===== src/rtl/xdma_core_pkg.sv =====
// Shared types and AXI constants for the xdma_core PCIe DMA stand-in.
package xdma_core_pkg;

  typedef enum logic [3:0] {
    LINK_WAIT,
    IDLE,
    MM_AW,
    MM_W,
    MM_B,
    MM_AR,
    MM_R,
    L_AW_W,
    L_B,
    L_AR,
    L_R
  } state_e;

  localparam logic [1:0] BURST_INCR  = 2'b01;
  localparam logic [1:0] RESP_OKAY   = 2'b00;
  localparam logic [1:0] RESP_SLVERR = 2'b10;
  localparam logic [3:0] CACHE_DEF   = 4'b0011;

  // AXI size encoding for a full-width beat of dw bits
  function automatic logic [2:0] axi_size(input int dw);
    return 3'($clog2(dw / 8));
  endfunction

endpackage


===== src/rtl/xdma_core_if.sv =====
// Host command/data port and AXI4 / AXI4-Lite master bundles for xdma_core.

// Host side: master = host model, slave = xdma_core.
interface xdma_core_host_if #(parameter int DW = 256);
  logic          cmd_valid;
  logic          cmd_ready;
  logic          cmd_write;
  logic          cmd_bar;
  logic [63:0]   cmd_addr;
  logic [7:0]    cmd_len;
  logic          hw_valid;
  logic          hw_ready;
  logic [DW-1:0] hw_data;
  logic [DW/8-1:0] hw_strb;
  logic          hr_valid;
  logic          hr_ready;
  logic [DW-1:0] hr_data;
  logic [1:0]    hr_resp;
  logic          hr_last;
  logic          hb_valid;
  logic [1:0]    hb_resp;

  modport master (
    output cmd_valid, cmd_write, cmd_bar, cmd_addr, cmd_len,
    output hw_valid, hw_data, hw_strb, hr_ready,
    input  cmd_ready, hw_ready, hr_valid, hr_data, hr_resp, hr_last,
    input  hb_valid, hb_resp
  );
  modport slave (
    input  cmd_valid, cmd_write, cmd_bar, cmd_addr, cmd_len,
    input  hw_valid, hw_data, hw_strb, hr_ready,
    output cmd_ready, hw_ready, hr_valid, hr_data, hr_resp, hr_last,
    output hb_valid, hb_resp
  );
endinterface

// Application side: master = xdma_core, slave = xdma_app model.
interface xdma_core_axi_if #(parameter int DW = 256, parameter int IDW = 4);
  logic [IDW-1:0]  m_axi_awid;
  logic [63:0]     m_axi_awaddr;
  logic [7:0]      m_axi_awlen;
  logic [2:0]      m_axi_awsize;
  logic [1:0]      m_axi_awburst;
  logic [2:0]      m_axi_awprot;
  logic            m_axi_awlock;
  logic [3:0]      m_axi_awcache;
  logic            m_axi_awvalid;
  logic            m_axi_awready;
  logic [DW-1:0]   m_axi_wdata;
  logic [DW/8-1:0] m_axi_wstrb;
  logic            m_axi_wlast;
  logic            m_axi_wvalid;
  logic            m_axi_wready;
  logic [IDW-1:0]  m_axi_bid;
  logic [1:0]      m_axi_bresp;
  logic            m_axi_bvalid;
  logic            m_axi_bready;
  logic [IDW-1:0]  m_axi_arid;
  logic [63:0]     m_axi_araddr;
  logic [7:0]      m_axi_arlen;
  logic [2:0]      m_axi_arsize;
  logic [1:0]      m_axi_arburst;
  logic [2:0]      m_axi_arprot;
  logic            m_axi_arlock;
  logic [3:0]      m_axi_arcache;
  logic            m_axi_arvalid;
  logic            m_axi_arready;
  logic [IDW-1:0]  m_axi_rid;
  logic [DW-1:0]   m_axi_rdata;
  logic [1:0]      m_axi_rresp;
  logic            m_axi_rlast;
  logic            m_axi_rvalid;
  logic            m_axi_rready;
  logic [31:0]     m_axil_awaddr;
  logic [2:0]      m_axil_awprot;
  logic            m_axil_awvalid;
  logic            m_axil_awready;
  logic [31:0]     m_axil_wdata;
  logic [3:0]      m_axil_wstrb;
  logic            m_axil_wvalid;
  logic            m_axil_wready;
  logic [1:0]      m_axil_bresp;
  logic            m_axil_bvalid;
  logic            m_axil_bready;
  logic [31:0]     m_axil_araddr;
  logic [2:0]      m_axil_arprot;
  logic            m_axil_arvalid;
  logic            m_axil_arready;
  logic [31:0]     m_axil_rdata;
  logic [1:0]      m_axil_rresp;
  logic            m_axil_rvalid;
  logic            m_axil_rready;

  modport master (
    output m_axi_awid, m_axi_awaddr, m_axi_awlen, m_axi_awsize, m_axi_awburst,
    output m_axi_awprot, m_axi_awlock, m_axi_awcache, m_axi_awvalid,
    input  m_axi_awready,
    output m_axi_wdata, m_axi_wstrb, m_axi_wlast, m_axi_wvalid,
    input  m_axi_wready,
    input  m_axi_bid, m_axi_bresp, m_axi_bvalid,
    output m_axi_bready,
    output m_axi_arid, m_axi_araddr, m_axi_arlen, m_axi_arsize, m_axi_arburst,
    output m_axi_arprot, m_axi_arlock, m_axi_arcache, m_axi_arvalid,
    input  m_axi_arready,
    input  m_axi_rid, m_axi_rdata, m_axi_rresp, m_axi_rlast, m_axi_rvalid,
    output m_axi_rready,
    output m_axil_awaddr, m_axil_awprot, m_axil_awvalid,
    input  m_axil_awready,
    output m_axil_wdata, m_axil_wstrb, m_axil_wvalid,
    input  m_axil_wready,
    input  m_axil_bresp, m_axil_bvalid,
    output m_axil_bready,
    output m_axil_araddr, m_axil_arprot, m_axil_arvalid,
    input  m_axil_arready,
    input  m_axil_rdata, m_axil_rresp, m_axil_rvalid,
    output m_axil_rready
  );
  modport slave (
    input  m_axi_awid, m_axi_awaddr, m_axi_awlen, m_axi_awsize, m_axi_awburst,
    input  m_axi_awprot, m_axi_awlock, m_axi_awcache, m_axi_awvalid,
    output m_axi_awready,
    input  m_axi_wdata, m_axi_wstrb, m_axi_wlast, m_axi_wvalid,
    output m_axi_wready,
    output m_axi_bid, m_axi_bresp, m_axi_bvalid,
    input  m_axi_bready,
    input  m_axi_arid, m_axi_araddr, m_axi_arlen, m_axi_arsize, m_axi_arburst,
    input  m_axi_arprot, m_axi_arlock, m_axi_arcache, m_axi_arvalid,
    output m_axi_arready,
    output m_axi_rid, m_axi_rdata, m_axi_rresp, m_axi_rlast, m_axi_rvalid,
    input  m_axi_rready,
    input  m_axil_awaddr, m_axil_awprot, m_axil_awvalid,
    output m_axil_awready,
    input  m_axil_wdata, m_axil_wstrb, m_axil_wvalid,
    output m_axil_wready,
    output m_axil_bresp, m_axil_bvalid,
    input  m_axil_bready,
    input  m_axil_araddr, m_axil_arprot, m_axil_arvalid,
    output m_axil_arready,
    output m_axil_rdata, m_axil_rresp, m_axil_rvalid,
    input  m_axil_rready
  );
endinterface


===== src/rtl/xdma_core_irq.sv =====
// User IRQ front end: rising-edge detect, pending hold, lowest-index-first service.
module xdma_core_irq #(
  parameter int N = 1
) (
  input  logic         clk,
  input  logic         rst,
  input  logic [N-1:0] req_i,
  output logic [N-1:0] ack_o,
  output logic         irq_o
);

  logic [N-1:0] req_q, pend_q, ack_q;
  logic [N-1:0] cand, sel, pend_d;
  logic         irq_q;

  // New edges join the pending set immediately so a fresh request is acked next cycle
  always_comb begin
    cand = pend_q | (req_i & ~req_q);
    sel  = '0;
    for (int i = N - 1; i >= 0; i--) begin
      if (cand[i]) begin
        sel    = '0;
        sel[i] = 1'b1;
      end
    end
    pend_d = cand & ~sel;
  end

  // Edge history, pending set and the registered one-cycle ack/irq pulses
  always_ff @(posedge clk) begin
    if (rst) begin
      req_q  <= '0;
      pend_q <= '0;
      ack_q  <= '0;
      irq_q  <= 1'b0;
    end else begin
      req_q  <= req_i;
      pend_q <= pend_d;
      ack_q  <= sel;
      irq_q  <= |cand;
    end
  end

  assign ack_o = ack_q;
  assign irq_o = irq_q;

endmodule


===== src/rtl/xdma_core.sv =====
// Cycle-level xdma_0 stand-in: host commands become AXI4 bursts (BAR1) or AXI4-Lite singles (BAR0).
module xdma_core
  import xdma_core_pkg::*;
#(
  parameter int C_DATA_WIDTH      = 256,
  parameter int C_M_AXI_ID_WIDTH  = 4,
  parameter int C_NUM_USR_IRQ     = 1,
  parameter int LINK_UP_DELAY     = 16,
  parameter int MSI_VECTORS_LOG2  = 0
) (
  input  logic                     sys_clk,
  input  logic                     sys_rst,
  output logic                     axi_aclk,
  output logic                     axi_aresetn,
  output logic                     user_lnk_up,
  xdma_core_host_if.slave          host,
  xdma_core_axi_if.master          axi,
  input  logic [C_NUM_USR_IRQ-1:0] usr_irq_req,
  output logic [C_NUM_USR_IRQ-1:0] usr_irq_ack,
  output logic                     irq_out,
  output logic                     msi_enable,
  output logic [2:0]               msi_vector_width
);

  localparam int CNT_W = $clog2(LINK_UP_DELAY + 8) + 1;

  state_e                  state_q;
  logic [CNT_W-1:0]        cnt_q;
  logic                    aresetn_q, lnk_q;
  logic [63:0]             addr_q;
  logic [7:0]              len_q, beat_q;
  logic                    lw_have_q, lw_aw_q, lw_w_q;
  logic [31:0]             lw_data_q;
  logic [3:0]              lw_strb_q;
  logic                    hb_valid_q;
  logic [1:0]              hb_resp_q;

  assign axi_aclk         = sys_clk;
  assign axi_aresetn      = aresetn_q;
  assign user_lnk_up      = lnk_q;
  assign msi_enable       = 1'b1;
  assign msi_vector_width = 3'(MSI_VECTORS_LOG2);

  // Post-reset timer; saturates so aresetn and link-up only ever rise once
  always_ff @(posedge sys_clk) begin
    if (sys_rst) begin
      cnt_q     <= '0;
      aresetn_q <= 1'b0;
    end else begin
      if (cnt_q != '1) cnt_q <= cnt_q + 1'b1;
      if (cnt_q == CNT_W'(3)) aresetn_q <= 1'b1;
    end
  end

  // Transaction FSM; Lite write keeps separate aw/w pending flags so each drops on its own ready
  always_ff @(posedge sys_clk) begin
    if (sys_rst) begin
      state_q    <= LINK_WAIT;
      lnk_q      <= 1'b0;
      addr_q     <= '0;
      len_q      <= '0;
      beat_q     <= '0;
      lw_have_q  <= 1'b0;
      lw_aw_q    <= 1'b0;
      lw_w_q     <= 1'b0;
      lw_data_q  <= '0;
      lw_strb_q  <= '0;
      hb_valid_q <= 1'b0;
      hb_resp_q  <= RESP_OKAY;
    end else begin
      hb_valid_q <= 1'b0;
      case (state_q)
        LINK_WAIT: if (cnt_q == CNT_W'(LINK_UP_DELAY - 1)) begin
          lnk_q   <= 1'b1;
          state_q <= IDLE;
        end
        IDLE: if (host.cmd_valid) begin
          addr_q    <= host.cmd_addr;
          len_q     <= host.cmd_len;
          beat_q    <= '0;
          lw_have_q <= 1'b0;
          case ({host.cmd_bar, host.cmd_write})
            2'b11:   state_q <= MM_AW;
            2'b10:   state_q <= MM_AR;
            2'b01:   state_q <= L_AW_W;
            default: state_q <= L_AR;
          endcase
        end
        MM_AW: if (axi.m_axi_awready) state_q <= MM_W;
        MM_W: if (host.hw_valid && axi.m_axi_wready) begin
          beat_q <= beat_q + 1'b1;
          if (beat_q == len_q) state_q <= MM_B;
        end
        MM_B: if (axi.m_axi_bvalid) begin
          hb_valid_q <= 1'b1;
          hb_resp_q  <= axi.m_axi_bresp;
          state_q    <= IDLE;
        end
        MM_AR: if (axi.m_axi_arready) state_q <= MM_R;
        MM_R: if (axi.m_axi_rvalid && host.hr_ready && axi.m_axi_rlast) state_q <= IDLE;
        L_AW_W: begin
          if (!lw_have_q) begin
            if (host.hw_valid) begin
              lw_data_q <= host.hw_data[31:0];
              lw_strb_q <= host.hw_strb[3:0];
              lw_have_q <= 1'b1;
              lw_aw_q   <= 1'b1;
              lw_w_q    <= 1'b1;
            end
          end else begin
            if (axi.m_axil_awready) lw_aw_q <= 1'b0;
            if (axi.m_axil_wready)  lw_w_q  <= 1'b0;
            if ((!lw_aw_q || axi.m_axil_awready) && (!lw_w_q || axi.m_axil_wready))
              state_q <= L_B;
          end
        end
        L_B: if (axi.m_axil_bvalid) begin
          hb_valid_q <= 1'b1;
          hb_resp_q  <= axi.m_axil_bresp;
          state_q    <= IDLE;
        end
        L_AR: if (axi.m_axil_arready) state_q <= L_R;
        L_R: if (axi.m_axil_rvalid && host.hr_ready) state_q <= IDLE;
        default: state_q <= LINK_WAIT;
      endcase
    end
  end

  // Fixed AXI-MM fields and registered address/length
  assign axi.m_axi_awid    = '0;
  assign axi.m_axi_awaddr  = addr_q;
  assign axi.m_axi_awlen   = len_q;
  assign axi.m_axi_awsize  = axi_size(C_DATA_WIDTH);
  assign axi.m_axi_awburst = BURST_INCR;
  assign axi.m_axi_awprot  = '0;
  assign axi.m_axi_awlock  = 1'b0;
  assign axi.m_axi_awcache = CACHE_DEF;
  assign axi.m_axi_wdata   = host.hw_data;
  assign axi.m_axi_wstrb   = host.hw_strb;
  assign axi.m_axi_arid    = '0;
  assign axi.m_axi_araddr  = addr_q;
  assign axi.m_axi_arlen   = len_q;
  assign axi.m_axi_arsize  = axi_size(C_DATA_WIDTH);
  assign axi.m_axi_arburst = BURST_INCR;
  assign axi.m_axi_arprot  = '0;
  assign axi.m_axi_arlock  = 1'b0;
  assign axi.m_axi_arcache = CACHE_DEF;
  assign axi.m_axil_awaddr  = addr_q[31:0];
  assign axi.m_axil_awprot  = '0;
  assign axi.m_axil_awvalid = lw_aw_q;
  assign axi.m_axil_wdata   = lw_data_q;
  assign axi.m_axil_wstrb   = lw_strb_q;
  assign axi.m_axil_wvalid  = lw_w_q;
  assign axi.m_axil_araddr  = addr_q[31:0];
  assign axi.m_axil_arprot  = '0;
  assign host.hb_valid      = hb_valid_q;
  assign host.hb_resp       = hb_resp_q;

  // Per-state handshake steering; data phases are pure passthrough
  always_comb begin
    host.cmd_ready      = (state_q == IDLE);
    host.hw_ready       = 1'b0;
    host.hr_valid       = 1'b0;
    host.hr_data        = '0;
    host.hr_resp        = RESP_OKAY;
    host.hr_last        = 1'b0;
    axi.m_axi_awvalid   = 1'b0;
    axi.m_axi_wvalid    = 1'b0;
    axi.m_axi_wlast     = 1'b0;
    axi.m_axi_bready    = 1'b0;
    axi.m_axi_arvalid   = 1'b0;
    axi.m_axi_rready    = 1'b0;
    axi.m_axil_bready   = 1'b0;
    axi.m_axil_arvalid  = 1'b0;
    axi.m_axil_rready   = 1'b0;
    case (state_q)
      MM_AW: axi.m_axi_awvalid = 1'b1;
      MM_W: begin
        axi.m_axi_wvalid = host.hw_valid;
        axi.m_axi_wlast  = (beat_q == len_q);
        host.hw_ready    = axi.m_axi_wready;
      end
      MM_B:  axi.m_axi_bready = 1'b1;
      MM_AR: axi.m_axi_arvalid = 1'b1;
      MM_R: begin
        host.hr_valid    = axi.m_axi_rvalid;
        host.hr_data     = axi.m_axi_rdata;
        host.hr_resp     = axi.m_axi_rresp;
        host.hr_last     = axi.m_axi_rlast;
        axi.m_axi_rready = host.hr_ready;
      end
      L_AW_W: host.hw_ready = !lw_have_q;
      L_B:    axi.m_axil_bready = 1'b1;
      L_AR:   axi.m_axil_arvalid = 1'b1;
      L_R: begin
        host.hr_valid     = axi.m_axil_rvalid;
        host.hr_data      = {{(C_DATA_WIDTH-32){1'b0}}, axi.m_axil_rdata};
        host.hr_resp      = axi.m_axil_rresp;
        host.hr_last      = 1'b1;
        axi.m_axil_rready = host.hr_ready;
      end
      default: ;
    endcase
  end

  // IDs are always zero, so returned IDs carry no information
  logic unused_ok;
  assign unused_ok = ^{axi.m_axi_bid, axi.m_axi_rid};

  xdma_core_irq #(.N(C_NUM_USR_IRQ)) u_irq (
    .clk   (sys_clk),
    .rst   (sys_rst),
    .req_i (usr_irq_req),
    .ack_o (usr_irq_ack),
    .irq_o (irq_out)
  );

endmodule


===== src/flat_wrapper.sv =====
// flat-port wrapper written by rule: the top's interface ports become plain ports
module xdma_core_flat import xdma_core_pkg::*;
#(
  parameter int C_DATA_WIDTH      = 256,
  parameter int C_M_AXI_ID_WIDTH  = 4,
  parameter int C_NUM_USR_IRQ     = 1,
  parameter int LINK_UP_DELAY     = 16,
  parameter int MSI_VECTORS_LOG2  = 0
)
  (sys_clk, sys_rst, axi_aclk, axi_aresetn, user_lnk_up, usr_irq_req, usr_irq_ack, irq_out, msi_enable, msi_vector_width, host_cmd_valid, host_cmd_write, host_cmd_bar, host_cmd_addr, host_cmd_len, host_hw_valid, host_hw_data, host_hw_strb, host_hr_ready, host_cmd_ready, host_hw_ready, host_hr_valid, host_hr_data, host_hr_resp, host_hr_last, host_hb_valid, host_hb_resp, axi_m_axi_awid, axi_m_axi_awaddr, axi_m_axi_awlen, axi_m_axi_awsize, axi_m_axi_awburst, axi_m_axi_awprot, axi_m_axi_awlock, axi_m_axi_awcache, axi_m_axi_awvalid, axi_m_axi_awready, axi_m_axi_wdata, axi_m_axi_wstrb, axi_m_axi_wlast, axi_m_axi_wvalid, axi_m_axi_wready, axi_m_axi_bid, axi_m_axi_bresp, axi_m_axi_bvalid, axi_m_axi_bready, axi_m_axi_arid, axi_m_axi_araddr, axi_m_axi_arlen, axi_m_axi_arsize, axi_m_axi_arburst, axi_m_axi_arprot, axi_m_axi_arlock, axi_m_axi_arcache, axi_m_axi_arvalid, axi_m_axi_arready, axi_m_axi_rid, axi_m_axi_rdata, axi_m_axi_rresp, axi_m_axi_rlast, axi_m_axi_rvalid, axi_m_axi_rready, axi_m_axil_awaddr, axi_m_axil_awprot, axi_m_axil_awvalid, axi_m_axil_awready, axi_m_axil_wdata, axi_m_axil_wstrb, axi_m_axil_wvalid, axi_m_axil_wready, axi_m_axil_bresp, axi_m_axil_bvalid, axi_m_axil_bready, axi_m_axil_araddr, axi_m_axil_arprot, axi_m_axil_arvalid, axi_m_axil_arready, axi_m_axil_rdata, axi_m_axil_rresp, axi_m_axil_rvalid, axi_m_axil_rready);
  xdma_core_host_if #(.DW((256))) host_i ();
  xdma_core_axi_if #(.DW((256)), .IDW((4))) axi_i ();
  input  logic sys_clk;
  input  logic sys_rst;
  output logic axi_aclk;
  output logic axi_aresetn;
  output logic user_lnk_up;
  input  logic [C_NUM_USR_IRQ-1:0] usr_irq_req;
  output logic [C_NUM_USR_IRQ-1:0] usr_irq_ack;
  output logic irq_out;
  output logic msi_enable;
  output logic [2:0] msi_vector_width;
  input wire logic [$bits(host_i.cmd_valid)-1:0] host_cmd_valid;
  input wire logic [$bits(host_i.cmd_write)-1:0] host_cmd_write;
  input wire logic [$bits(host_i.cmd_bar)-1:0] host_cmd_bar;
  input wire logic [$bits(host_i.cmd_addr)-1:0] host_cmd_addr;
  input wire logic [$bits(host_i.cmd_len)-1:0] host_cmd_len;
  input wire logic [$bits(host_i.hw_valid)-1:0] host_hw_valid;
  input wire logic [$bits(host_i.hw_data)-1:0] host_hw_data;
  input wire logic [$bits(host_i.hw_strb)-1:0] host_hw_strb;
  input wire logic [$bits(host_i.hr_ready)-1:0] host_hr_ready;
  output wire logic [$bits(host_i.cmd_ready)-1:0] host_cmd_ready;
  output wire logic [$bits(host_i.hw_ready)-1:0] host_hw_ready;
  output wire logic [$bits(host_i.hr_valid)-1:0] host_hr_valid;
  output wire logic [$bits(host_i.hr_data)-1:0] host_hr_data;
  output wire logic [$bits(host_i.hr_resp)-1:0] host_hr_resp;
  output wire logic [$bits(host_i.hr_last)-1:0] host_hr_last;
  output wire logic [$bits(host_i.hb_valid)-1:0] host_hb_valid;
  output wire logic [$bits(host_i.hb_resp)-1:0] host_hb_resp;
  output wire logic [$bits(axi_i.m_axi_awid)-1:0] axi_m_axi_awid;
  output wire logic [$bits(axi_i.m_axi_awaddr)-1:0] axi_m_axi_awaddr;
  output wire logic [$bits(axi_i.m_axi_awlen)-1:0] axi_m_axi_awlen;
  output wire logic [$bits(axi_i.m_axi_awsize)-1:0] axi_m_axi_awsize;
  output wire logic [$bits(axi_i.m_axi_awburst)-1:0] axi_m_axi_awburst;
  output wire logic [$bits(axi_i.m_axi_awprot)-1:0] axi_m_axi_awprot;
  output wire logic [$bits(axi_i.m_axi_awlock)-1:0] axi_m_axi_awlock;
  output wire logic [$bits(axi_i.m_axi_awcache)-1:0] axi_m_axi_awcache;
  output wire logic [$bits(axi_i.m_axi_awvalid)-1:0] axi_m_axi_awvalid;
  input wire logic [$bits(axi_i.m_axi_awready)-1:0] axi_m_axi_awready;
  output wire logic [$bits(axi_i.m_axi_wdata)-1:0] axi_m_axi_wdata;
  output wire logic [$bits(axi_i.m_axi_wstrb)-1:0] axi_m_axi_wstrb;
  output wire logic [$bits(axi_i.m_axi_wlast)-1:0] axi_m_axi_wlast;
  output wire logic [$bits(axi_i.m_axi_wvalid)-1:0] axi_m_axi_wvalid;
  input wire logic [$bits(axi_i.m_axi_wready)-1:0] axi_m_axi_wready;
  input wire logic [$bits(axi_i.m_axi_bid)-1:0] axi_m_axi_bid;
  input wire logic [$bits(axi_i.m_axi_bresp)-1:0] axi_m_axi_bresp;
  input wire logic [$bits(axi_i.m_axi_bvalid)-1:0] axi_m_axi_bvalid;
  output wire logic [$bits(axi_i.m_axi_bready)-1:0] axi_m_axi_bready;
  output wire logic [$bits(axi_i.m_axi_arid)-1:0] axi_m_axi_arid;
  output wire logic [$bits(axi_i.m_axi_araddr)-1:0] axi_m_axi_araddr;
  output wire logic [$bits(axi_i.m_axi_arlen)-1:0] axi_m_axi_arlen;
  output wire logic [$bits(axi_i.m_axi_arsize)-1:0] axi_m_axi_arsize;
  output wire logic [$bits(axi_i.m_axi_arburst)-1:0] axi_m_axi_arburst;
  output wire logic [$bits(axi_i.m_axi_arprot)-1:0] axi_m_axi_arprot;
  output wire logic [$bits(axi_i.m_axi_arlock)-1:0] axi_m_axi_arlock;
  output wire logic [$bits(axi_i.m_axi_arcache)-1:0] axi_m_axi_arcache;
  output wire logic [$bits(axi_i.m_axi_arvalid)-1:0] axi_m_axi_arvalid;
  input wire logic [$bits(axi_i.m_axi_arready)-1:0] axi_m_axi_arready;
  input wire logic [$bits(axi_i.m_axi_rid)-1:0] axi_m_axi_rid;
  input wire logic [$bits(axi_i.m_axi_rdata)-1:0] axi_m_axi_rdata;
  input wire logic [$bits(axi_i.m_axi_rresp)-1:0] axi_m_axi_rresp;
  input wire logic [$bits(axi_i.m_axi_rlast)-1:0] axi_m_axi_rlast;
  input wire logic [$bits(axi_i.m_axi_rvalid)-1:0] axi_m_axi_rvalid;
  output wire logic [$bits(axi_i.m_axi_rready)-1:0] axi_m_axi_rready;
  output wire logic [$bits(axi_i.m_axil_awaddr)-1:0] axi_m_axil_awaddr;
  output wire logic [$bits(axi_i.m_axil_awprot)-1:0] axi_m_axil_awprot;
  output wire logic [$bits(axi_i.m_axil_awvalid)-1:0] axi_m_axil_awvalid;
  input wire logic [$bits(axi_i.m_axil_awready)-1:0] axi_m_axil_awready;
  output wire logic [$bits(axi_i.m_axil_wdata)-1:0] axi_m_axil_wdata;
  output wire logic [$bits(axi_i.m_axil_wstrb)-1:0] axi_m_axil_wstrb;
  output wire logic [$bits(axi_i.m_axil_wvalid)-1:0] axi_m_axil_wvalid;
  input wire logic [$bits(axi_i.m_axil_wready)-1:0] axi_m_axil_wready;
  input wire logic [$bits(axi_i.m_axil_bresp)-1:0] axi_m_axil_bresp;
  input wire logic [$bits(axi_i.m_axil_bvalid)-1:0] axi_m_axil_bvalid;
  output wire logic [$bits(axi_i.m_axil_bready)-1:0] axi_m_axil_bready;
  output wire logic [$bits(axi_i.m_axil_araddr)-1:0] axi_m_axil_araddr;
  output wire logic [$bits(axi_i.m_axil_arprot)-1:0] axi_m_axil_arprot;
  output wire logic [$bits(axi_i.m_axil_arvalid)-1:0] axi_m_axil_arvalid;
  input wire logic [$bits(axi_i.m_axil_arready)-1:0] axi_m_axil_arready;
  input wire logic [$bits(axi_i.m_axil_rdata)-1:0] axi_m_axil_rdata;
  input wire logic [$bits(axi_i.m_axil_rresp)-1:0] axi_m_axil_rresp;
  input wire logic [$bits(axi_i.m_axil_rvalid)-1:0] axi_m_axil_rvalid;
  output wire logic [$bits(axi_i.m_axil_rready)-1:0] axi_m_axil_rready;
  assign host_i.cmd_valid = host_cmd_valid;
  assign host_i.cmd_write = host_cmd_write;
  assign host_i.cmd_bar = host_cmd_bar;
  assign host_i.cmd_addr = host_cmd_addr;
  assign host_i.cmd_len = host_cmd_len;
  assign host_i.hw_valid = host_hw_valid;
  assign host_i.hw_data = host_hw_data;
  assign host_i.hw_strb = host_hw_strb;
  assign host_i.hr_ready = host_hr_ready;
  assign host_cmd_ready = host_i.cmd_ready;
  assign host_hw_ready = host_i.hw_ready;
  assign host_hr_valid = host_i.hr_valid;
  assign host_hr_data = host_i.hr_data;
  assign host_hr_resp = host_i.hr_resp;
  assign host_hr_last = host_i.hr_last;
  assign host_hb_valid = host_i.hb_valid;
  assign host_hb_resp = host_i.hb_resp;
  assign axi_m_axi_awid = axi_i.m_axi_awid;
  assign axi_m_axi_awaddr = axi_i.m_axi_awaddr;
  assign axi_m_axi_awlen = axi_i.m_axi_awlen;
  assign axi_m_axi_awsize = axi_i.m_axi_awsize;
  assign axi_m_axi_awburst = axi_i.m_axi_awburst;
  assign axi_m_axi_awprot = axi_i.m_axi_awprot;
  assign axi_m_axi_awlock = axi_i.m_axi_awlock;
  assign axi_m_axi_awcache = axi_i.m_axi_awcache;
  assign axi_m_axi_awvalid = axi_i.m_axi_awvalid;
  assign axi_i.m_axi_awready = axi_m_axi_awready;
  assign axi_m_axi_wdata = axi_i.m_axi_wdata;
  assign axi_m_axi_wstrb = axi_i.m_axi_wstrb;
  assign axi_m_axi_wlast = axi_i.m_axi_wlast;
  assign axi_m_axi_wvalid = axi_i.m_axi_wvalid;
  assign axi_i.m_axi_wready = axi_m_axi_wready;
  assign axi_i.m_axi_bid = axi_m_axi_bid;
  assign axi_i.m_axi_bresp = axi_m_axi_bresp;
  assign axi_i.m_axi_bvalid = axi_m_axi_bvalid;
  assign axi_m_axi_bready = axi_i.m_axi_bready;
  assign axi_m_axi_arid = axi_i.m_axi_arid;
  assign axi_m_axi_araddr = axi_i.m_axi_araddr;
  assign axi_m_axi_arlen = axi_i.m_axi_arlen;
  assign axi_m_axi_arsize = axi_i.m_axi_arsize;
  assign axi_m_axi_arburst = axi_i.m_axi_arburst;
  assign axi_m_axi_arprot = axi_i.m_axi_arprot;
  assign axi_m_axi_arlock = axi_i.m_axi_arlock;
  assign axi_m_axi_arcache = axi_i.m_axi_arcache;
  assign axi_m_axi_arvalid = axi_i.m_axi_arvalid;
  assign axi_i.m_axi_arready = axi_m_axi_arready;
  assign axi_i.m_axi_rid = axi_m_axi_rid;
  assign axi_i.m_axi_rdata = axi_m_axi_rdata;
  assign axi_i.m_axi_rresp = axi_m_axi_rresp;
  assign axi_i.m_axi_rlast = axi_m_axi_rlast;
  assign axi_i.m_axi_rvalid = axi_m_axi_rvalid;
  assign axi_m_axi_rready = axi_i.m_axi_rready;
  assign axi_m_axil_awaddr = axi_i.m_axil_awaddr;
  assign axi_m_axil_awprot = axi_i.m_axil_awprot;
  assign axi_m_axil_awvalid = axi_i.m_axil_awvalid;
  assign axi_i.m_axil_awready = axi_m_axil_awready;
  assign axi_m_axil_wdata = axi_i.m_axil_wdata;
  assign axi_m_axil_wstrb = axi_i.m_axil_wstrb;
  assign axi_m_axil_wvalid = axi_i.m_axil_wvalid;
  assign axi_i.m_axil_wready = axi_m_axil_wready;
  assign axi_i.m_axil_bresp = axi_m_axil_bresp;
  assign axi_i.m_axil_bvalid = axi_m_axil_bvalid;
  assign axi_m_axil_bready = axi_i.m_axil_bready;
  assign axi_m_axil_araddr = axi_i.m_axil_araddr;
  assign axi_m_axil_arprot = axi_i.m_axil_arprot;
  assign axi_m_axil_arvalid = axi_i.m_axil_arvalid;
  assign axi_i.m_axil_arready = axi_m_axil_arready;
  assign axi_i.m_axil_rdata = axi_m_axil_rdata;
  assign axi_i.m_axil_rresp = axi_m_axil_rresp;
  assign axi_i.m_axil_rvalid = axi_m_axil_rvalid;
  assign axi_m_axil_rready = axi_i.m_axil_rready;
  xdma_core #(.C_DATA_WIDTH(C_DATA_WIDTH), .C_M_AXI_ID_WIDTH(C_M_AXI_ID_WIDTH), .C_NUM_USR_IRQ(C_NUM_USR_IRQ), .LINK_UP_DELAY(LINK_UP_DELAY), .MSI_VECTORS_LOG2(MSI_VECTORS_LOG2)) u_core (.sys_clk(sys_clk), .sys_rst(sys_rst), .axi_aclk(axi_aclk), .axi_aresetn(axi_aresetn), .user_lnk_up(user_lnk_up), .host(host_i), .axi(axi_i), .usr_irq_req(usr_irq_req), .usr_irq_ack(usr_irq_ack), .irq_out(irq_out), .msi_enable(msi_enable), .msi_vector_width(msi_vector_width));
endmodule

===== config.mk =====
export PLATFORM = sky130hd
export DESIGN_NAME = xdma_core_flat
export DESIGN_NICKNAME = d
export VERILOG_FILES = /design/src/rtl/xdma_core_pkg.sv /design/src/rtl/xdma_core_if.sv /design/src/rtl/xdma_core_irq.sv /design/src/rtl/xdma_core.sv /design/src/flat_wrapper.sv
export SDC_FILE = /design/constraint.sdc
export NUM_CORES = 1
export LEC_CHECK = 0
export CORE_AREA = 4 4 604 606
export DETAILED_ROUTE_END_ITERATION = 8
export DIE_AREA = 0 0 608 610
export PLACE_DENSITY = 0.3
export SLEW_MARGIN = 15
export SYNTH_ARGS = -nofsm -noshare
export SYNTH_HDL_FRONTEND = slang
export SYNTH_SLANG_ARGS = --single-unit

===== constraint.sdc =====
create_clock -name sys_clk -period 2.5 [get_ports sys_clk]
set_input_delay 0.25 -clock sys_clk [delete_from_list [all_inputs] [get_ports sys_clk]]
set_output_delay 0.25 -clock sys_clk [all_outputs]
set_load 0.01 [all_outputs]

==> metrics.yaml, run 1 <==
run_status:
  status: "finished with violations"
  violations: "setup timing"
critical_path:
  crit_arrival_ns: 2.30
  worstSetupPathType: "reg2out"
  crit_path_end_kind: "output pin"
  path_cells: "buf_4 > buf_6 > nor4bb_4 > buf_6 > buf_12 > clkbuf_16 > buf_16 > a22o_4 > buf_12"
  cp-start-kind: "flip-flop"
  worstPathMaxFanout: 4
  required_ns: 2.25
  worst_path_max_delay_cell: "dfxtp_2"
  crit_path_max_incr_delay_ns: 0.31
placement:
  post_dp_cell_area_um2: 25400
  hpwl_mm: 213
  numPortBuffers: 983
  dp_cells: 6774
  gp_congestion: 0.925
global_routing:
  grt_usage_pct: 12.1
  grt_first_pass_wirelength_mm: 265
  grt_remaining_overflow: 0
  antenna_found_initial: 205
  grt_pass1_vias: 13200
  grt_max_degree: 67
pwr:
  p_leak_uw: 0.00921
  power_per_cell_area_nw_per_um2: 244
  vdd_drop_max_mv: 0.273
  power_uw: 6880
clock_network:
  cts_tree: "done"
  clkTransAtPathRegs_ns: 0.07
  insertion_delay_ns: 0.68
run:
  drv_cap: 0
floorplanning:
  design.die.area_um2: 371000
  fp.coreArea_um2: 359000
  rows: 220
  start_util_pct: 3.03
  ioPinCount: 1540
  die_w_um: 608
  die_h_um: 610
final_layout:
  n_fill_cell: 42000
  layout-drive-gt1-share_pct: 31.7
  area_growth_pct: 160
  final_area_um2: 28300
  stdcell_count: 6907
  regArea_um2: 2730
  final_net_count: 2794
  multi_input_area_um2: 5140
sta:
  grt_setup_unrepaired: "yes"
  finalSetupViolations: 28
  hold_violations: 0
  fmax_mhz: 391
  fin_skew_ns: 0.0340
  finalCriticalPeriod_ns: 2.55
  maxSlewViolCount: 0
  period_share_pct: 102
  slew_headroom_pct: 34.7
  worst_slew_pin_slew_ns: 0.976
  fin_ws_ns: -0.0546
logic_synthesis:
  synthMuxAreaShare_pct: 0.657
  syn-instance-count: 1452
  synth_edf_count: 0
  syn_area_um2: 10900
  ys_ff_latch: 136
  yosys.area_share.simple_pct: 26.4
  synth_top_family_by_area: "buffers and inverters"
  syn_area_per_cell_um2: 7.48
  ys_types: 50
  synth-xor-area-share_pct: 1.29
  synthAdderAreaFrac_pct: 0.576
  yosysWarnings: 0
  synth_async_sr_flop_share_pct: 0
  ys.flop_type: "dfxtp_1"
  yosysSeqAreaShare_pct: 25.1
  synth-compound-area-share_pct: 9.82
detailed_routing:
  drt_iter0_markers: 797
  final_antenna_net_count: 0
  drc: 0
  wl_per_cell_um: 33.7
  wl_mm: 233
  vias_per_cell: 1.95
  vias: 13400
  drtPass1Iterations: 5
hold_path:
  hp-class: "in2reg"
==> cell families (layout without fill, tap and decap cells) <==
logic type | Yosys count | count (layout)
buffers and inverters | 554 | 1172
XOR/XNOR | 16 | 16
other | 2 | 66
multiplexers | 7 | 7
adder cells (fa/ha/maj) | 5 | 5
flip-flops | 136 | 136
AO/OA/AOI/OAI | 177 | 177
AND/OR/NAND/NOR | 555 | 555
==> layout by cell type, fill, tap and decap left out, types with 5 or more instances in the layout <==
cell,Yosys,layout
a21oi_1,120,120
a22o_4,0,32
and2_1,229,53
and2_4,0,176
buf_12,0,208
buf_16,0,17
buf_2,22,9
buf_4,474,90
buf_6,4,59
buf_8,0,7
clkbuf_16,0,30
clkbuf_2,1,9
clkbuf_8,0,5
clkdlybuf4s15_1,0,18
clkdlybuf4s50_1,0,705
conb_1,2,44
dfxtp_1,136,130
dfxtp_2,0,5
diode_2,0,22
dlygate4sd2_1,0,5
ha_1,5,5
mux2i_1,6,6
nand2_1,234,232
nand3_1,6,5
nor2_1,39,38
nor2b_1,7,7
nor3_1,8,8
xor2_1,12,12
==> path summary, 6_finish.rpt <==
path / from / to / slack (ns) / depth (start not counted)
min: host_cmd_addr[21] / u_core.axi.m_axi_araddr[21] / 0.14 / 3
max reg2reg: u_core.state_q[1] / u_core.state_q[1] / 0.16 / 9
max: u_core.state_q[3] / host_hr_data[3] / -0.05 / 9
min reg2reg: u_core.u_irq.req_q / u_core.u_irq.ack_o / 0.38 / 1
==> cell type report <==
type,instances,area share [%]
multi-input cells,804,18.2
flip-flops and latches,136,9.67
inverters,3,0.0399
clock inverters,3,0.0708
repair buffers,1132,48.0
well taps,4773,21.1
diodes,22,0.195
clock buffers,34,2.72
==> state kept, by name, indices dropped and copies added (netlist names) <==
| signal | flops |
|---|---|
| u_core.u_irq.req_q | 1 |
| u_core.axi.m_axil_wdata | 32 |
| u_core.host.hb_valid | 1 |
| u_core.axi.m_axi_araddr | 64 |
| u_core.axi_aresetn | 1 |
| u_core.axi.m_axil_wstrb | 4 |
| u_core.u_irq.ack_o | 1 |
| u_core.beat_q | 8 |
| u_core.axi.m_axil_wvalid | 1 |
| u_core.axi.m_axi_arlen | 8 |
| u_core.host.hb_resp | 2 |
| u_core.user_lnk_up | 1 |
| u_core.state_q | 4 |
| u_core.axi.m_axil_awvalid | 1 |
| u_core.cnt_q | 6 |
| u_core.lw_have_q | 1 |
==> worst max-delay path, delay by kind of cell, from the launching register on <==
kind | cells | cell delay, ns
buffers and inverters | 7 | 0.93
flip-flops | 1 | 0.31
AO/OA/AOI/OAI | 1 | 0.24
AND/OR/NAND/NOR | 1 | 0.15
==> through the flow <==
stage	util (%)	setup WS, ns	TNS (ns)	hold WS (ns)
2_1_floorplan	-	0.733	0	0.329
3_3_place_gp	7.07	0.206	0	0.380
3_5_place_dp	7.07	0.242	0	0.381
4_1_cts	7.83	-0.206	-21.67	0.0204
5_1_grt	7.86	-0.182	-12.34	0.0626
6_report	7.87	-0.0546	-0.616	0.136
==> cells in the mapped netlist, drive strengths merged, types with 4 or more instances <==
cell type	n	area [um^2]
a21oi	120	601
a22o	35	307
a22oi	4	30.0
a31oi	4	25.0
and2	229	1430
buf	501	3720
clkbuf	50	189
dfxtp	136	2720
ha	5	62.6
mux2i	6	60.1
nand2	234	878
nand3	6	30.0
nor2	39	146
nor2b	7	43.8
nor3	8	40.0
nor3b	4	30.0
nor4b	6	86.3
o21ai	5	25.0
xnor2	4	35.0
xor2	12	105
==> power breakdown <==
group / internal [uW] / switching, uW
clock network: 2140 / 1520
logic: 656 / 387
registers: 2170 / 5.63
==> per-layer routing <==
layer	global-route usage [%]	vias up	wire, um
li1	-	5439	-
met1	12.0	6047	80800
met3	12.3	379	49500
met2	18.1	1514	97500
met4	1.33	60	4000
met5	0.633	-	961
==> what timing repair did <==
action | 4_1_cts | 5_1_grt
setup buffers | 42 | 15
cloned | 24 | 2
hold buffers | 1 | 0
endpoints found under the hold margin | 15 | 0
gates resized for setup | 499 | 87
pin swaps | 66 | 35
endpoints found under the setup margin | 214 | 214
Power figures use the tool's default switching activity.
==> inputs of run 2 (changes only) <==
CELL_PAD_IN_SITES_DETAIL_PLACEMENT = 1   (was not set)
CELL_PAD_IN_SITES_GLOBAL_PLACEMENT = 1   (was not set)
CORE_AREA = 4 4 602 604   (was 4 4 604 606)
DIE_AREA = 0 0 606 608   (was 0 0 608 610)
PLACE_DENSITY = 0.33   (was 0.3)
==> metrics.yaml, run 2 (synthesis results as in run 1) <==
clock_network:
  hold_buffers: 0
  cts_tree: "done"
  clkTransAtPathRegs_ns: 0.08
  insertion_delay_ns: 0.70
run:
  drv_cap: 0
global_routing:
  grt_usage_pct: 11.7
  grt_remaining_overflow: 0
  grt_pass1_vias: 13000
  grt_first_pass_wirelength_mm: 256
  antenna_found_initial: 156
  grt_max_degree: 54
critical_path:
  cp-start-kind: "flip-flop"
  required_ns: 2.25
  worstPathMaxFanout: 8
  worstSetupPathType: "reg2out"
  crit_path_end_kind: "output pin"
  crit_arrival_ns: 2.43
detailed_routing:
  wl_mm: 228
  drt_iter0_markers: 526
  vias: 13000
  vias_per_cell: 1.89
  final_antenna_net_count: 0
  drc: 0
  drtPass1Iterations: 5
  wl_per_cell_um: 33.0
pwr:
  intPower_uw: 4730
  p_leak_uw: 0.00952
  power_frac_clock_pct: 51.8
  vdd_drop_max_mv: 0.228
  power_uw: 6670
  power_per_cell_area_nw_per_um2: 239
  combPwrFrac_pct: 15.6
  sw_frac_of_total_pct: 29.0
  seq_power_share_pct: 32.7
  p_sw_uw: 1940
sta:
  finalSetupViolations: 127
  tns_ns: -7.12
  period_share_pct: 107
  maxSlewViolCount: 0
  hold_violations: 0
  fin_ws_ns: -0.183
  fin_skew_ns: 0.0419
  slew_headroom_pct: 45.5
  fmax_mhz: 373
  hold_slack_ns: 0.0572
  finalCriticalPeriod_ns: 2.68
  grt_setup_unrepaired: "yes"
  worst_slew_pin_slew_ns: 0.818
hold_path:
  hp-class: "in2reg"
floorplanning:
  fp.coreArea_um2: 358000
  ioPinCount: 1540
  die_h_um: 608
  start_util_pct: 3.04
  rows: 220
  die_w_um: 606
  design.die.area_um2: 368000
run_status:
  violations: "setup timing"
  status: "finished with violations"
final_layout:
  largest_reg_flops: 64
  final_net_count: 2794
  mostFrequentLayoutCell: "clkdlybuf4s50_1"
  area_growth_pct: 157
  fin_util_pct: 7.80
  n_fill_cell: 42200
  regArea_um2: 2730
  multi_input_area_um2: 5000
  final_cell_mix: "clkdlybuf4s50_1 (703), nand2_1 (232), buf_12 (161)"
  layout-drive-gt1-share_pct: 28.8
  final_area_um2: 27900
placement:
  numPortBuffers: 983
  gp_congestion: 0.843
  hpwl_mm: 207
  post_dp_cell_area_um2: 24900
==> run 2: changes by cell type in the layout (fill, tap and decap cells not counted), moves of 18 or more <==
| cell | before | now |
|---|---|---|
| buf_12 | 208 | 161 |
| dlymetal6s2s_1 | 0 | 35 |
| and2_4 | 176 | 128 |
| and2_1 | 53 | 100 |
| clkdlybuf4s15_2 | 1 | 39 |
| clkdlybuf4s15_1 | 18 | 0 |
==> run 2: stage by stage <==
stage	std cells	worst slack [ns]
after floorplan	1494	0.733
after global placement	6768	0.212
after detailed placement	6768	0.159
after CTS	6834	-0.303
after global routing	6889	-0.263
final	6905	-0.183
==> run 2: power by group through the flow <==
stage          registers, uW  clock network [uW]  logic, uW
6_report                2180                3450       1040
5_1_grt                 2180                3790       1100
4_1_cts                 2180                3770       1050
3_5_place_dp            2230                40.7       1040
3_3_place_gp            2230                40.7       1040
2_1_floorplan           2230                33.0        612
==> run 2: final cells by class <==
class / count / share of cell area [%]
repair buffers: 1136 / 48.2
multi-input cells: 804 / 17.9
well taps: 4773 / 21.4
clock buffers: 29 / 2.28
clock inverters: 7 / 0.238
inverters: 3 / 0.0404
flip-flops and latches: 136 / 9.79
diodes: 17 / 0.153
==> run 2: worst paths after layout <==
kind,start,endpoint,slack [ns],depth (start not counted)
setup reg to reg,u_core.state_q[2],u_core.state_q[1],0.19,10
hold reg to reg,u_core.u_irq.req_q,u_core.u_irq.ack_o,0.39,1
setup / recovery,u_core.state_q[2],host_hr_resp[1],-0.18,8
hold / removal,sys_rst,u_core.u_irq.req_q,0.06,2
==> run 2: worst max-delay path: stages, from the launching register on <==
cell and delay (ns):
dfxtp_4 0.34, and4bb_4 0.20, buf_12 0.16, buf_12 0.14
buf_16 0.13, buf_12 0.15, buf_16 0.16, a22o_4 0.27
buf_12 0.15
==> run 2: what timing repair did <==
action | CTS | global route
cloned | 14 | 16
setup buffers | 17 | 43
setup endpoints to repair | 267 | 252
pin swaps | 15 | 56
resized for setup | 269 | 306
==> run 2: per-layer routing <==
metal	track usage [%]	up-vias	wire [um]
met5	0.300	-	292
met2	18.2	1293	98700
met4	1.80	28	4610
met1	11.6	5964	78000
li1	-	5434	-
met3	11.1	310	46200
